$ cat config.mk
export PLATFORM = sky130hd
export DESIGN_NAME = toggle_event_rx
export DESIGN_NICKNAME = d
export VERILOG_FILES = /design/src/rtl/toggle_pkg.sv /design/src/rtl/toggle_sync_det.sv /design/src/rtl/toggle_event_rx.sv
export SDC_FILE = /design/constraint.sdc
export NUM_CORES = 1
export LEC_CHECK = 0
export CAP_MARGIN = 0
export CORE_MARGIN = 2
export CORE_UTILIZATION = 40
export DETAILED_ROUTE_END_ITERATION = 12
export GPL_ROUTABILITY_DRIVEN = 1
export PLACE_DENSITY = 0.72
export SYNTH_ARGS = -nofsm -noshare
export SYNTH_HDL_FRONTEND = slang
export SYNTH_HIERARCHICAL = 1
export SYNTH_SLANG_ARGS = --single-unit
$ cat constraint.sdc
create_clock -name clk -period 1.54 [get_ports clk]
set_input_delay 0.308 -clock clk [delete_from_list [all_inputs] [get_ports clk]]
set_output_delay 0.308 -clock clk [all_outputs]
set_load 0.05 [all_outputs]
$ cat src/rtl/toggle_pkg.sv
// Shared definitions for the toggle-event link: receiver FSM states,
// default sizing constants and the transmitter-side T flip-flop helper.
package toggle_pkg;

  localparam int DEF_SYNC_STAGES = 2;
  localparam int DEF_PEND_W      = 4;
  localparam int DEF_CNT_W       = 8;

  typedef enum logic [1:0] {
    ST_IDLE = 2'd0,
    ST_BUSY = 2'd1,
    ST_FULL = 2'd2
  } rx_state_e;

  // Transmitter side: each send request flips the remote Q line once.
  function automatic logic tff_next(input logic q, input logic toggle);
    return q ^ toggle;
  endfunction

endpackage

$ cat src/rtl/toggle_sync_det.sv
// Synchronizes the remote toggle line and emits a registered one-cycle
// pulse for every level change seen at the synchronizer output.
module toggle_sync_det
  import toggle_pkg::*;
#(
  parameter int SYNC_STAGES = DEF_SYNC_STAGES
) (
  input  logic clk,
  input  logic rst_n,
  input  logic tog_in,
  output logic level,
  output logic pulse
);

  logic [SYNC_STAGES-1:0] sync_q, sync_d;
  logic                   ref_q, ref_d;
  logic                   pulse_q, pulse_d;

  // The reference register trails the synchronized level by one cycle.
  always_comb begin
    sync_d  = {sync_q[SYNC_STAGES-2:0], tog_in};
    ref_d   = sync_q[SYNC_STAGES-1];
    pulse_d = sync_q[SYNC_STAGES-1] ^ ref_q;
  end

  always_ff @(posedge clk or negedge rst_n) begin
    if (!rst_n) begin
      sync_q  <= '0;
      ref_q   <= 1'b0;
      pulse_q <= 1'b0;
    end else begin
      sync_q  <= sync_d;
      ref_q   <= ref_d;
      pulse_q <= pulse_d;
    end
  end

  assign level = sync_q[SYNC_STAGES-1];
  assign pulse = pulse_q;

endmodule

$ cat src/rtl/toggle_event_rx.sv
// Toggle-event receiver: synchronizes a remote T flip-flop line, queues
// detected events in a saturating pending counter and keeps a total count.
module toggle_event_rx
  import toggle_pkg::*;
#(
  parameter int SYNC_STAGES = DEF_SYNC_STAGES,
  parameter int PEND_W      = DEF_PEND_W,
  parameter int CNT_W       = DEF_CNT_W
) (
  input  logic              clk,
  input  logic              rst_n,
  input  logic              tog_in,
  input  logic              evt_ready,
  input  logic              count_clr,
  output logic              q_level,
  output logic              event_pulse,
  output logic              evt_valid,
  output logic [PEND_W-1:0] pending,
  output logic [CNT_W-1:0]  total_cnt,
  output logic              overflow
);

  localparam logic [PEND_W-1:0] PEND_MAX = '1;
  localparam logic [PEND_W-1:0] PEND_ONE = PEND_W'(1);

  logic              level_w, evt;
  logic              pop;
  rx_state_e         state_q, state_d;
  logic [PEND_W-1:0] pend_q, pend_d;
  logic [CNT_W-1:0]  total_q, total_d;
  logic              ovf_q, ovf_d;
  logic              valid_q, valid_d;

  toggle_sync_det #(.SYNC_STAGES(SYNC_STAGES)) u_sync_det (
    .clk    (clk),
    .rst_n  (rst_n),
    .tog_in (tog_in),
    .level  (level_w),
    .pulse  (evt)
  );

  assign pop = valid_q & evt_ready;

  always_ff @(posedge clk or negedge rst_n) begin
    if (!rst_n) begin
      state_q <= ST_IDLE;
      pend_q  <= '0;
      total_q <= '0;
      ovf_q   <= 1'b0;
      valid_q <= 1'b0;
    end else begin
      state_q <= state_d;
      pend_q  <= pend_d;
      total_q <= total_d;
      ovf_q   <= ovf_d;
      valid_q <= valid_d;
    end
  end

  // Simultaneous event and pop cancel; an event that finds FULL with no pop is lost.
  always_comb begin
    state_d = state_q;
    pend_d  = pend_q;
    ovf_d   = ovf_q;
    unique case (state_q)
      ST_IDLE: begin
        if (evt) begin
          pend_d  = PEND_ONE;
          state_d = (PEND_ONE == PEND_MAX) ? ST_FULL : ST_BUSY;
        end
      end
      ST_BUSY: begin
        if (evt && !pop) begin
          pend_d = pend_q + PEND_ONE;
          if (pend_d == PEND_MAX) state_d = ST_FULL;
        end else if (!evt && pop) begin
          pend_d = pend_q - PEND_ONE;
          if (pend_d == '0) state_d = ST_IDLE;
        end
      end
      ST_FULL: begin
        if (evt && !pop) begin
          ovf_d = 1'b1;
        end else if (!evt && pop) begin
          pend_d  = PEND_MAX - PEND_ONE;
          state_d = (pend_d == '0) ? ST_IDLE : ST_BUSY;
        end
      end
      default: begin
        state_d = ST_IDLE;
        pend_d  = '0;
      end
    endcase

    valid_d = (state_d != ST_IDLE);

    if (count_clr) begin
      total_d = CNT_W'(evt);
      ovf_d   = 1'b0;
    end else begin
      total_d = total_q + CNT_W'(evt);
    end
  end

  assign q_level     = level_w;
  assign event_pulse = evt;
  assign evt_valid   = valid_q;
  assign pending     = pend_q;
  assign total_cnt   = total_q;
  assign overflow    = ovf_q;

endmodule
==> impl_summary.log <==
[metrics] capturing element type of the critical path: flip-flop
[metrics] max_slew headroom: between 60% and 70%
[metrics] worst-path fanout max: 4
[metrics] hold_ws: 0.331 ns
[metrics] register bit count reported by yosys: 20
[metrics] post-synthesis share of cell area spent on full adders, half adders and majority gates: 8.89%
[metrics] fill cell instance count of the final layout: 223
[metrics] required time of the critical path: 1.74 ns
[metrics] cell area power density: 1770 nW/um^2
[metrics] leakage power of the design: roughly 0.76 nW
[metrics] Post-Synth XOR/XNOR Area: under 10%
[metrics] max-slew violation count: 0
[metrics] number of antenna violations at the first check in global routing: 0
[metrics] via count of the routed design: 888
[metrics] cts bufs inserted: 3
[metrics] fraction of layout instances using a drive strength above 1: a little over 40%
[metrics] area fraction in compound gates after synthesis: roughly an eighth
[metrics] CP endpoint: pending[2]$_DFFE_PN0P_
[metrics] clock sinks: 20
[metrics] Post-Syn Nets: between 100 and 150
[metrics] overall die height: 57.1 um
[metrics] launching instance or port of the critical path: evt_ready
[metrics] combined area of all synthesized cells: 1130 um^2
[metrics] area of all placed cells without fillers: 1740 um^2
[metrics] Core Area: 2710 um^2
[metrics] Initial Utilization: around two fifths
[metrics] Final Routed Wirelength: between 2000 and 2500 um
[metrics] net count of the finished layout: 156
[metrics] count of synthesis-stage warnings from yosys: 6
[metrics] overall track demand over capacity in global routing: between 10% and 20%
[metrics] number of distinct standard cells referenced by the synthesized netlist: 36
[metrics] first-pass iteration count of the detailed router: 3
[metrics] dominant combinational cell family by area after synthesis: simple AND/OR/NAND/NOR gates
[metrics] endpoints failing setup: 6
[metrics] total of max-cap violations: 0
[metrics] length in cells of the worst reg-to-reg path: 7
[metrics] level count of the clock H-tree: 1
[metrics] Layout Skew: 0.00360 ns
[metrics] type of the worst setup path: primary input to flip-flop
[metrics] die area: 3260 um^2
[metrics] count of routing violations after the opening detailed-route iteration: 6
[metrics] Post-synth EDFFs: 0
[metrics] global-route congestion overflow total: 0
[metrics] drt drc: 0
[metrics] Hold Path Class: primary input to asynchronous set/reset pin
[metrics] master cell of the clock root buffer: sky130_fd_sc_hd__clkbuf_4
[metrics] count of inserted antenna diode cells: 0
[metrics] count of pins on the block boundary: 21
[metrics] number of standard-cell rows in the floorplan: 19
[metrics] commonest non-fill, non-tap cell in the layout: sky130_fd_sc_hd__buf_4
[metrics] pin count of the biggest net entering global routing: 21
[metrics] transition time at the pin with the least slew margin: 0.535 ns
[metrics] clock-pin slew of the registers on the worst-case setup and hold paths: 0.12 ns
[metrics] layout-stage area growth over the synthesis result: 54.8%
[metrics] critical path data arrival time: 1.92 ns
[metrics] via density per instance: about 5
[metrics] sequential element share of the synthesized area: 44.4%
[metrics] wire length of the first global-routing pass: 3980 um
[metrics] least setup slack across all paths after layout: -0.186 ns
[metrics] critical path startpoint category: primary input
[metrics] reg2reg end: pending[2]$_DFFE_PN0P_
[metrics] setup slack on the worst flop-to-flop path: -0.17 ns
[metrics] status: finished with violations
[metrics] minimum period implied by the final worst setup slack: about 1.7 ns
[metrics] multiplexer fraction of the synthesized cell area: 3.67%
[metrics] clock insertion delay at the later pin of the skew report: 0.30 ns
[metrics] share of the clock period used by the worst path after layout: 112%
[metrics] unrepaired setup endpoints after global routing: yes
[metrics] post-synthesis async set-or-reset flop share: 100%
[metrics] maximum vdd ir drop: 1.16 mV
[metrics] final hold violation count: 0
[metrics] average size of a mapped cell: approximately 11 um^2
[metrics] synthesized-area fraction occupied by and/or/nand/nor cells: 18.9%
[metrics] Max clock buf depth: 2
[metrics] flip-flop cell with the highest count after synthesis: sky130_fd_sc_hd__dfrtp_1
[metrics] post-DR wirelength/cell: approximately 14 um
[metrics] Reg2Reg Launch Point: evt_valid$_DFF_PN0_
[metrics] commonest cells after routing, fill and taps aside: 17 x sky130_fd_sc_hd__buf_4, 16 x sky130_fd_sc_hd__dfrtp_1, 16 x sky130_fd_sc_hd__buf_12
[metrics] instance count of the mapped netlist: 105
[metrics] violations in the final reports: setup timing
[metrics] CTS tree: yes
[metrics] horizontal die dimension: 57.1 um
[metrics] fmax: about 580 MHz
[metrics] sum of net half-perimeters after detailed placement: 1780 um
[metrics] routability cong.: ~0.8
[metrics] ANT nets after route: 0
[metrics] number of global-route vias before repair: 887
[metrics] IO Port Bufs: 20
[metrics] instance area at placement: roughly 1600 um^2
flip-flops by register name (all words and copies together), names as in the netlist:
register	count
u_sync_det/sync_q	2
u_sync_det/ref_q	1
state_q	2
u_sync_det/pulse	1
overflow	1
evt_valid	1
total_cnt	8
pending	4
critical path, stage by stage:
cell	delay (ns)
sky130_fd_sc_hd__clkdlybuf4s50_1	0.41
sky130_fd_sc_hd__nand2_2	0.09
sky130_fd_sc_hd__inv_2	0.05
sky130_fd_sc_hd__ha_4	0.25
sky130_fd_sc_hd__and2b_2	0.25
sky130_fd_sc_hd__o32ai_4	0.29
sky130_fd_sc_hd__mux2i_1	0.22
sky130_fd_sc_hd__nand2_1	0.06
what timing repair did:
| action | 4_1_cts | 5_1_grt |
|---|---|---|
| hold endpoints to repair | 0 | 0 |
| gates resized for setup | 4 | 8 |
| pin swaps | 5 | 2 |
| hold buffers | 0 | 0 |
| setup buffers | 2 | 3 |
| endpoints found under the setup margin | 6 | 9 |
per-layer routing:
| layer | track usage, % | vias up | part of all wire, % |
|---|---|---|---|
| met1 | 20.0 | 430 | 44 |
| met5 | 0 | - | 0 |
| met3 | 2.49 | 2 | 4.0 |
| li1 | - | 438 | - |
| met2 | 27.4 | 18 | 51 |
| met4 | 3.99 | 0 | 0.74 |
power by group:
part | leakage, nW | switching (mW) | internal [mW]
Clock | 0.0279 | 0.165 | 0.263
Combinational | 0.484 | 0.888 | 0.938
Sequential | 0.246 | 0.193 | 0.640
metrics by stage:
| step | util [%] | instances | TNS [ns] | worst slack, ns | power [mW] |
|---|---|---|---|---|---|
| final | 64.3 | 173 | -0.633 | -0.186 | 3.09 |
| after global placement | 59.1 | 164 | -2.79 | -0.495 | 2.43 |
| after detailed placement | 59.1 | 164 | -2.98 | -0.550 | 2.48 |
| after global routing | 64.3 | 173 | -1.09 | -0.264 | 3.27 |
| after CTS | 62.1 | 170 | -0.458 | -0.166 | 2.97 |
| after floorplan | - | 105 | -0.779 | -0.283 | 1.80 |
cell families after synthesis:
| logic type | count (synthesis) |
|---|---|
| AND/OR/NAND/NOR | 36 |
| flip-flops | 20 |
| AO/OA/AOI/OAI | 17 |
| XOR/XNOR | 11 |
| buffers and inverters | 9 |
| adder cells (fa/ha/maj) | 8 |
| multiplexers | 4 |
cell type report:
cell class | instances | area (um^2) | area share, %
flip-flops and latches | 20 | 505 | 29.0
multi-input cells | 76 | 639 | 36.7
well taps | 31 | 38.8 | 2.23
inverters | 5 | 18.8 | 1.08
clock buffers | 3 | 22.5 | 1.29
clock inverters | 1 | 30.0 | 1.72
repair buffers | 37 | 488 | 28.0
worst min-delay path by stage:
stage | startpoint | endpoint | cells after the start
6_report | rst_n | total_cnt[2]$_DFF_PN0_ | 2
5_1_grt | rst_n | total_cnt[1]$_DFF_PN0_ | 2
4_1_cts | rst_n | total_cnt[1]$_DFF_PN0_ | 2
3_5_place_dp | u_sync_det/sync_q[0]$_DFF_PN0_ | u_sync_det/sync_q[1]$_DFF_PN0_ | 0
3_3_place_gp | u_sync_det/sync_q[0]$_DFF_PN0_ | u_sync_det/sync_q[1]$_DFF_PN0_ | 0
2_1_floorplan | rst_n | evt_valid$_DFF_PN0_ | 0
Yosys cell counts, drive strengths merged (3+ instances only):
master	count	area, um^2
a21oi	4	20.0
buf	3	21.3
dfrtp	20	500
ha	8	100
inv	5	18.8
mux2i	3	30.0
nand2	3	11.3
nand3	6	30.0
nor2	9	33.8
nor2b	5	33.8
o21ai	4	20.0
xnor2	6	52.6
xor2	5	43.8
Power figures use the tool's default switching activity.
